**src/rtl/led_pattern_arbiter.sv**
```systemverilog
// led_pattern_arbiter: round-robin owner of the 6-LED bank.
// Each grant shows one latched pattern for dur display ticks.
module led_pattern_arbiter #(
    parameter int unsigned WAIT_TIME    = 13_500_000,
    parameter logic [5:0]  IDLE_PATTERN = 6'b111111
) (
    input  logic        clk,
    input  logic        rst_n,
    input  logic [2:0]  req,
    input  logic [17:0] pat,
    input  logic [23:0] dur,
    output logic [2:0]  gnt,
    output logic [2:0]  done,
    output logic [5:0]  led
);

    localparam logic [23:0] TICK_AT = 24'(WAIT_TIME - 1);

    typedef enum logic [1:0] {
        IDLE    = 2'd0,
        SHOW    = 2'd1,
        RELEASE = 2'd2
    } state_t;

    state_t      state;
    logic [1:0]  ptr;
    logic [1:0]  owner;
    logic [23:0] presc;
    logic [7:0]  remaining;

    logic [1:0]  win;
    logic [5:0]  win_pat;
    logic [7:0]  win_dur;
    logic [2:0]  win_oh;
    logic        tick;

    assign tick = (presc == TICK_AT);

    // first set request searching ptr, ptr+1, ptr+2 (mod 3)
    always_comb begin
        win = ptr;
        for (int i = 2; i >= 0; i--) begin
            logic [2:0] s;
            logic [1:0] idx;
            s   = {1'b0, ptr} + 3'(i);
            idx = (s >= 3'd3) ? 2'(s - 3'd3) : s[1:0];
            if (req[idx]) win = idx;
        end
    end

    // slice the winner's pattern and duration
    always_comb begin
        win_pat = pat[5:0];
        win_dur = dur[7:0];
        win_oh  = 3'b001;
        unique case (win)
            2'd1: begin
                win_pat = pat[11:6];
                win_dur = dur[15:8];
                win_oh  = 3'b010;
            end
            2'd2: begin
                win_pat = pat[17:12];
                win_dur = dur[23:16];
                win_oh  = 3'b100;
            end
            default: ;
        endcase
    end

    // ownership FSM with registered outputs
    always_ff @(posedge clk or negedge rst_n) begin
        if (!rst_n) begin
            state     <= IDLE;
            ptr       <= 2'd0;
            owner     <= 2'd0;
            presc     <= 24'd0;
            remaining <= 8'd0;
            gnt       <= 3'b000;
            done      <= 3'b000;
            led       <= IDLE_PATTERN;
        end else begin
            unique case (state)
                IDLE: begin
                    done <= 3'b000;
                    if (|req) begin
                        state     <= SHOW;
                        owner     <= win;
                        gnt       <= win_oh;
                        led       <= win_pat;
                        presc     <= 24'd0;
                        remaining <= (win_dur == 8'd0) ? 8'd1 : win_dur;
                    end
                end
                SHOW: begin
                    presc <= tick ? 24'd0 : presc + 24'd1;
                    if (!req[owner]) begin
                        // abort beats a coinciding final tick
                        state <= RELEASE;
                        gnt   <= 3'b000;
                        led   <= IDLE_PATTERN;
                        presc <= 24'd0;
                    end else if (tick) begin
                        remaining <= remaining - 8'd1;
                        if (remaining == 8'd1) begin
                            state <= RELEASE;
                            gnt   <= 3'b000;
                            led   <= IDLE_PATTERN;
                            done  <= gnt;
                            presc <= 24'd0;
                        end
                    end
                end
                RELEASE: begin
                    state <= IDLE;
                    done  <= 3'b000;
                    ptr   <= (owner == 2'd2) ? 2'd0 : owner + 2'd1;
                end
                default: begin
                    state <= IDLE;
                    gnt   <= 3'b000;
                    done  <= 3'b000;
                    led   <= IDLE_PATTERN;
                end
            endcase
        end
    end

endmodule

```
**config.mk**
```make
export PLATFORM = sky130hd
export DESIGN_NAME = led_pattern_arbiter
export DESIGN_NICKNAME = d
export VERILOG_FILES = /design/src/rtl/led_pattern_arbiter.sv
export SDC_FILE = /design/constraint.sdc
export NUM_CORES = 1
export LEC_CHECK = 0
export ABC_AREA = 1
export BUFFER_PORTS_ARGS = -buffer_cell sky130_fd_sc_hd__buf_2
export CAP_MARGIN = 15
export CELL_PAD_IN_SITES_DETAIL_PLACEMENT = 1
export CELL_PAD_IN_SITES_GLOBAL_PLACEMENT = 1
export CORE_MARGIN = 2
export CORE_UTILIZATION = 43
export DETAILED_ROUTE_END_ITERATION = 8
export PLACE_DENSITY_LB_ADDON = 0.12
export SETUP_SLACK_MARGIN = 0.05
export SLEW_MARGIN = 20
export SYNTH_ARGS = -nofsm -noshare
export SYNTH_HDL_FRONTEND = slang
export SYNTH_SLANG_ARGS = --single-unit
```
**constraint.sdc**
```tcl
create_clock -name clk -period 7.1 [get_ports clk]
set_input_delay 0.355 -clock clk [delete_from_list [all_inputs] [get_ports clk]]
set_output_delay 0.355 -clock clk [all_outputs]
set_load 0.02 [all_outputs]
```
==> run metrics, run 1 <==
first drt pass iteration count=4; Die Y=between 90 and 100 um; period utilisation layout=0.494; FF-to-FF Start=ptr[0]; setup TNS=0 ns; top cell type's share of synthesized area=0.311; num rows=33; HPWL after detailed placement=7990 um; largest net degree at the start of global routing=a little over 50; slowest CP cell=ha_1; R2R cell count=19; Synth area leaders=dfrtp_1, nand2_1, nor2_1; H-tree depth=2; Hold Crit Class=in2async; Final Hold Viols=0; critical path's top delay family=simple AND/OR/NAND/NOR gates; Synth Area per Inst=approximately 6.6 sq um; io pins=59; data required time of the worst path=roughly 7.4 ns; root buf cell=clkbuf_8; grt total ovfl=0; normalized max-slew margin=0.292; Ant. Diodes=0; maximum clock path buffer count=2; crit end category=register; outcome=complete, no violations; CP max FO=19; starting density of the core=0.437; distinct cell type count after synthesis=34; wirelength, routed=just over 10000 um; R2R Path End=remaining[0]; total CTS buffers=5; Ys Warns=0; kind of critical path=reg2reg; post-CTS setup buffers=0; Syn Inst Count=between 500 and 600; Final Max Tran Viols=0; most common cell in the netlist=nand2_1; layout cell share with drive strength beyond 1=0.164; register area share after synthesis=0.356; First DRT Iteration DRCs=120; nets@finish=~650; total of max-cap violations=0; synthesis-stage register bit count=50; Core Area=about 0.0081 sq mm; post-cts sizing count=0; worst slew pin tran=around 1.1 ns; Die Width=94.7 um; Max Freq=approximately 280 MHz; worst path arrival time=3.76 ns; Total GRT Usage=0.249; DRC viols=0; crit path launch type=register; Hold Buf Count CTS=0; vias after detailed routing=3641; crit-path most repeated cell=nand2_1; RSZ-0062 raised after global routing=false; CP Buf/Inv Count=4; buffers added on ports=58; Synth Cell Area=approximately 0.0035 sq mm; R2R setup slack=3.59 ns; Static Leak=approximately 2 nW; Tmin final=roughly 3.5 ns; PnR worst setup slack=3.59 ns; Peak VDD IR=268 uV; global-route wire length before repair=about 18000 um; CTS tree=yes; Reg clk slew, reported paths=approximately 0.10 ns; Post-synth top flop=dfrtp_1; Skew-Pair Late Insertion Delay=between 0.3 and 0.4 ns; die area=0.00896 sq mm; DP Cell Count=approximately 700; Placed Area=approximately 0.0039 sq mm; initial antenna violation count=0; Syn Nets=about 600; WL/cell=between 10 and 15 um; vias in the first global route=3839; Async SR Flop Fraction=1.00; most frequent cells after synthesis=nand2_1, nor2_1, nand3_1; antenna viol nets, final=0; Post-synth EDFFs=0; vias per cell=just over 5; CTS Sinks=50; Setup Viol. Count Final=0; number of non-filler instances in the completed layout=between 700 and 800; CP cell instances=inv_1 > ha_1 > inv_1 > nand2_1 > nand3_1 > nand2_1 > a21oi_1 > nand2_1 > nand2_1 > inv_1 > ha_1 > clkinv_1 > o21ai_0 > nand2_1 > nor2_1 > nand2_1 > nand2_1 > nand2_1 > nand2_1; Placement Setup Slack=3.59 ns; Syn-to-layout area delta=13.3%; slowest stage delay, CP=approximately 0.46 ns; gp weighted congestion=roughly 0.93; worst clock skew=approximately 0.0064 ns; Synth area leader=dfrtp_1; fin util=0.495; final instance area=between 0.004 and 0.005 sq mm; PD cells=approximately 430 mW/mm^2
-- state kept, by name (all words and copies together), names as in the netlist --
| name | flops |
|---|---|
| presc | 24 |
| remaining | 8 |
| led | 6 |
| done | 3 |
| gnt | 3 |
| owner | 2 |
| ptr | 2 |
| state | 2 |
-- worst max path at each step --
stage	from	endpoint	slack (ns)	cells past startpoint
2_1_floorplan	ptr[0]	remaining[0]	4.50	20
3_3_place_gp	ptr[0]	remaining[0]	3.99	19
3_5_place_dp	ptr[0]	remaining[0]	3.59	19
4_1_cts	ptr[0]	remaining[0]	3.57	19
5_1_grt	ptr[0]	remaining[0]	3.22	19
6_report	ptr[0]	remaining[0]	3.59	19
-- per-layer routing --
layer | GRT usage | vias to the layer above | share of wire
li1 | - | 1835 | -
met1 | 0.319 | 1709 | 0.46
met2 | 0.427 | 81 | 0.48
met3 | 0.0447 | 16 | 0.044
met4 | 0.0761 | 0 | 0.020
met5 | 0 | - | 0
-- layout by cell type, fill, tap and decap left out, drive strengths merged, types with 2 or more instances in the layout --
| cell type | synthesis | final |
|---|---|---|
| dfstp | 6 | 6 |
| o21a | 2 | 2 |
| nor2 | 80 | 80 |
| xor2 | 8 | 8 |
| a21o | 2 | 2 |
| clkbuf | 1 | 7 |
| inv | 47 | 47 |
| nand2 | 204 | 204 |
| buf | 9 | 59 |
| nand4 | 16 | 16 |
| o21bai | 3 | 3 |
| a21oi | 12 | 12 |
| dfrtp | 44 | 44 |
| o21ai | 35 | 35 |
| nor3 | 6 | 6 |
| nand3 | 51 | 51 |
| ha | 9 | 9 |
-- layout make-up --
class	count	area (sq um)
Tap cell	105	131
Multi-Input combinational cell	431	2030
Clock inverter	1	30.0
Inverter	48	183
Sequential cell	50	1260
Clock buffer	7	76.3
Timing Repair Buffer	59	298
Fill cell	1137	4090
-- kinds of logic after synthesis --
group           after synthesis  synth area share
fa+ha+maj                     9            0.0318
simple gates                358             0.433
xor+xnor                      8            0.0198
compound gates               56            0.0895
buf+inv                      58            0.0697
flops                        50             0.356
-- per-stage QoR --
stage	power [W]	hold slack, ns
2_1_floorplan	0.00128	0.0594
3_3_place_gp	0.00150	0.450
3_5_place_dp	0.00154	0.458
4_1_cts	0.00175	0.190
5_1_grt	0.00192	0.201
6_report	0.00173	0.158
-- where the power goes --
| part | total, W | switching, W | internal, W | leakage [nW] |
|---|---|---|---|---|
| clock | 0.000208 | 0.000102 | 0.000106 | 0.0524 |
| combinational | 0.00108 | 0.000746 | 0.000337 | 1.29 |
| sequential | 0.000441 | 0.0000634 | 0.000378 | 0.648 |
Power figures use the tool's default switching activity.
==> run 2, diff against run 1 <==
CORE_UTILIZATION = 36   (was 43)
clock period = 3 ns   (was 7.1 ns; I/O delays follow)
==> run metrics, run 2 (same netlist as run 1, synthesis figures left out) <==
Fillers=approximately 1300; buffers added on ports=a little under 60; die area=~0.011 sq mm; Total GRT Usage=0.213; global-route wire length before repair=about 18000 um; Int Power=0.00210 W; num rows=36; critical path's top delay family=simple AND/OR/NAND/NOR gates; R2R cell count=19; period utilisation layout=0.901; Tmin final=2.70 ns; H-tree depth=2; largest net degree at the start of global routing=29; outcome=complete, no violations; layout cell share with drive strength beyond 1=0.193; most common cell after layout, fill and taps aside=nand2_1; CP max FO=10; DRC viols=0; worst path arrival time=just under 3 ns; most frequent cells in the layout=nand2_1, nor2_1, buf_2; gp weighted congestion=roughly 0.85; io pins=59; wirelength, routed=roughly 10000 um; CP cell instances=inv_1 > ha_1 > inv_1 > nand2_1 > nand2_1 > nand2_1 > a21oi_1 > nand2_1 > nand2_1 > inv_1 > ha_2 > buf_4 > a21oi_1 > a21oi_2 > nor2_1 > nand2_1 > nand2_1 > nand2_1 > nand2_1; nets@finish=655; CP Buf/Inv Count=4; CTS tree=yes; slowest CP cell=dfrtp_1; root buf cell=clkbuf_8; critical path depth=19; max reg flops=24; crit-path most repeated cell=nand2_1; Tot Pwr=approximately 0.0044 W; Core Area=0.00964 sq mm; normalized max-slew margin=0.556; Top reg by flops=presc; Clk pwr share=0.117; Die Width=103 um; sequential power share=0.239; kind of critical path=reg2reg; Max Freq=around 370 MHz; Reg clk slew, reported paths=between 0.1 and 0.15 ns; initial antenna violation count=0; vias per cell=slightly below 5; data required time of the worst path=about 3.2 ns; setup TNS=0 ns; WL/cell=around 14 um; Peak VDD IR=between 500 and 600 uV; total of max-cap violations=0; Final Hold Viols=0; worst clock skew=0.0109 ns; Setup Viol. Count Final=0; Static Leak=2.02 nW; PD cells=between 1000 and 1500 mW/mm^2; Die Y=103 um; post-CTS setup buffers=0; RSZ-0062 raised after global routing=false; vias after detailed routing=3630; HPWL after detailed placement=8290 um; biggest regs=presc x24, remaining x8, led x6; slowest stage delay, CP=about 0.46 ns; area occupied by multi-input gates=between 0.002 and 0.0025 sq mm; vias in the first global route=around 3700; grt total ovfl=0; Final Max Tran Viols=0; Comb pwr share=0.645; crit end category=register; register area=around 0.0013 sq mm; Placement Setup Slack=-0.0561 ns; Ant. Diodes=0; First DRT Iteration DRCs=around 110; Skew-Pair Late Insertion Delay=0.32 ns; Hold Crit Class=in2reg; crit path launch type=register; Syn-to-layout area delta=16.8%; worst slew pin tran=0.666 ns; Net Sw Frac=0.526; first drt pass iteration count=4; total CTS buffers=5; Sw Pwr=~0.0023 W; maximum clock path buffer count=2; antenna viol nets, final=0; hold path cells=5; PnR worst setup slack=a little under 0.3 ns; starting density of the core=0.367; CTS Sinks=50
## run 2: cell count changes in the layout (fill, tap and decap cells not counted), moves of 2 or more
cell      previous run  this run
buf_4                1         4
o21ai_2              0         6
inv_6                0         2
clkbuf_1             2         0
ha_1                 9         6
o21ai_0             31        24
ha_2                 0         2
inv_2                7         9
inv_1               39        37
## run 2: per-stage QoR
step                cells  utilization  instance area [sq um]  hold slack, ns
floorplan             539            -                   3540          -0.146
global placement      724        0.411                   3960           0.222
detailed placement    724        0.411                   3960           0.235
CTS                   733        0.424                   4090           0.175
global route          733        0.429                   4130           0.199
finish                733        0.429                   4130           0.182
## run 2: worst min-delay path, cell delays in order
cell and delay [ns]:
buf_2 0.09, a211oi_1 0.06, nand2_1 0.07, nand2_1 0.05
nand2_1 0.05
## run 2: final timing paths
kind	startpoint	end	slack, ns
worst min-delay path	dur[0]	remaining[0]	0.18
worst min register to register	led[1]	led[1]	0.47
worst max-delay path	ptr[1]	remaining[0]	0.30
max in group asynchronous	rst_n	led[3]	1.79
min in group asynchronous	rst_n	gnt[1]	0.40
worst max register to register	ptr[1]	remaining[0]	0.30
## run 2: cell type report
cell class | count | area share
Inverter | 48 | 0.0448
Sequential cell | 50 | 0.305
Clock buffer | 5 | 0.0167
Clock inverter | 3 | 0.0115
Multi-Input combinational cell | 431 | 0.502
Tap cell | 133 | 0.0403
Timing Repair Buffer | 63 | 0.0800
## run 2: layer usage
metal / global-route usage / up-vias / wire length, um
met1: 0.286 / 1691 / 5010
met4: 0.0617 / 0 / 177
met5: 0 / - / 0
met3: 0.0366 / 13 / 437
met2: 0.352 / 84 / 4860
li1: - / 1842 / -
## run 2: repair_timing
action | in CTS | in global routing
endpoints found under the hold margin | 27 | 0
pin swaps | 0 | 1
hold buffers | 1 | 0
endpoints found under the setup margin | 7 | 8
resized for setup | 2 | 19
## run 2: power groups by stage
| stage | clock network [W] | logic [W] | registers, W |
|---|---|---|---|
| 6_report | 0.000516 | 0.00286 | 0.00106 |
| 5_1_grt | 0.000558 | 0.00326 | 0.00108 |
| 4_1_cts | 0.000530 | 0.00273 | 0.00105 |
| 3_5_place_dp | 0 | 0.00270 | 0.00106 |
| 3_3_place_gp | 0 | 0.00261 | 0.00105 |
| 2_1_floorplan | 0 | 0.00192 | 0.00112 |
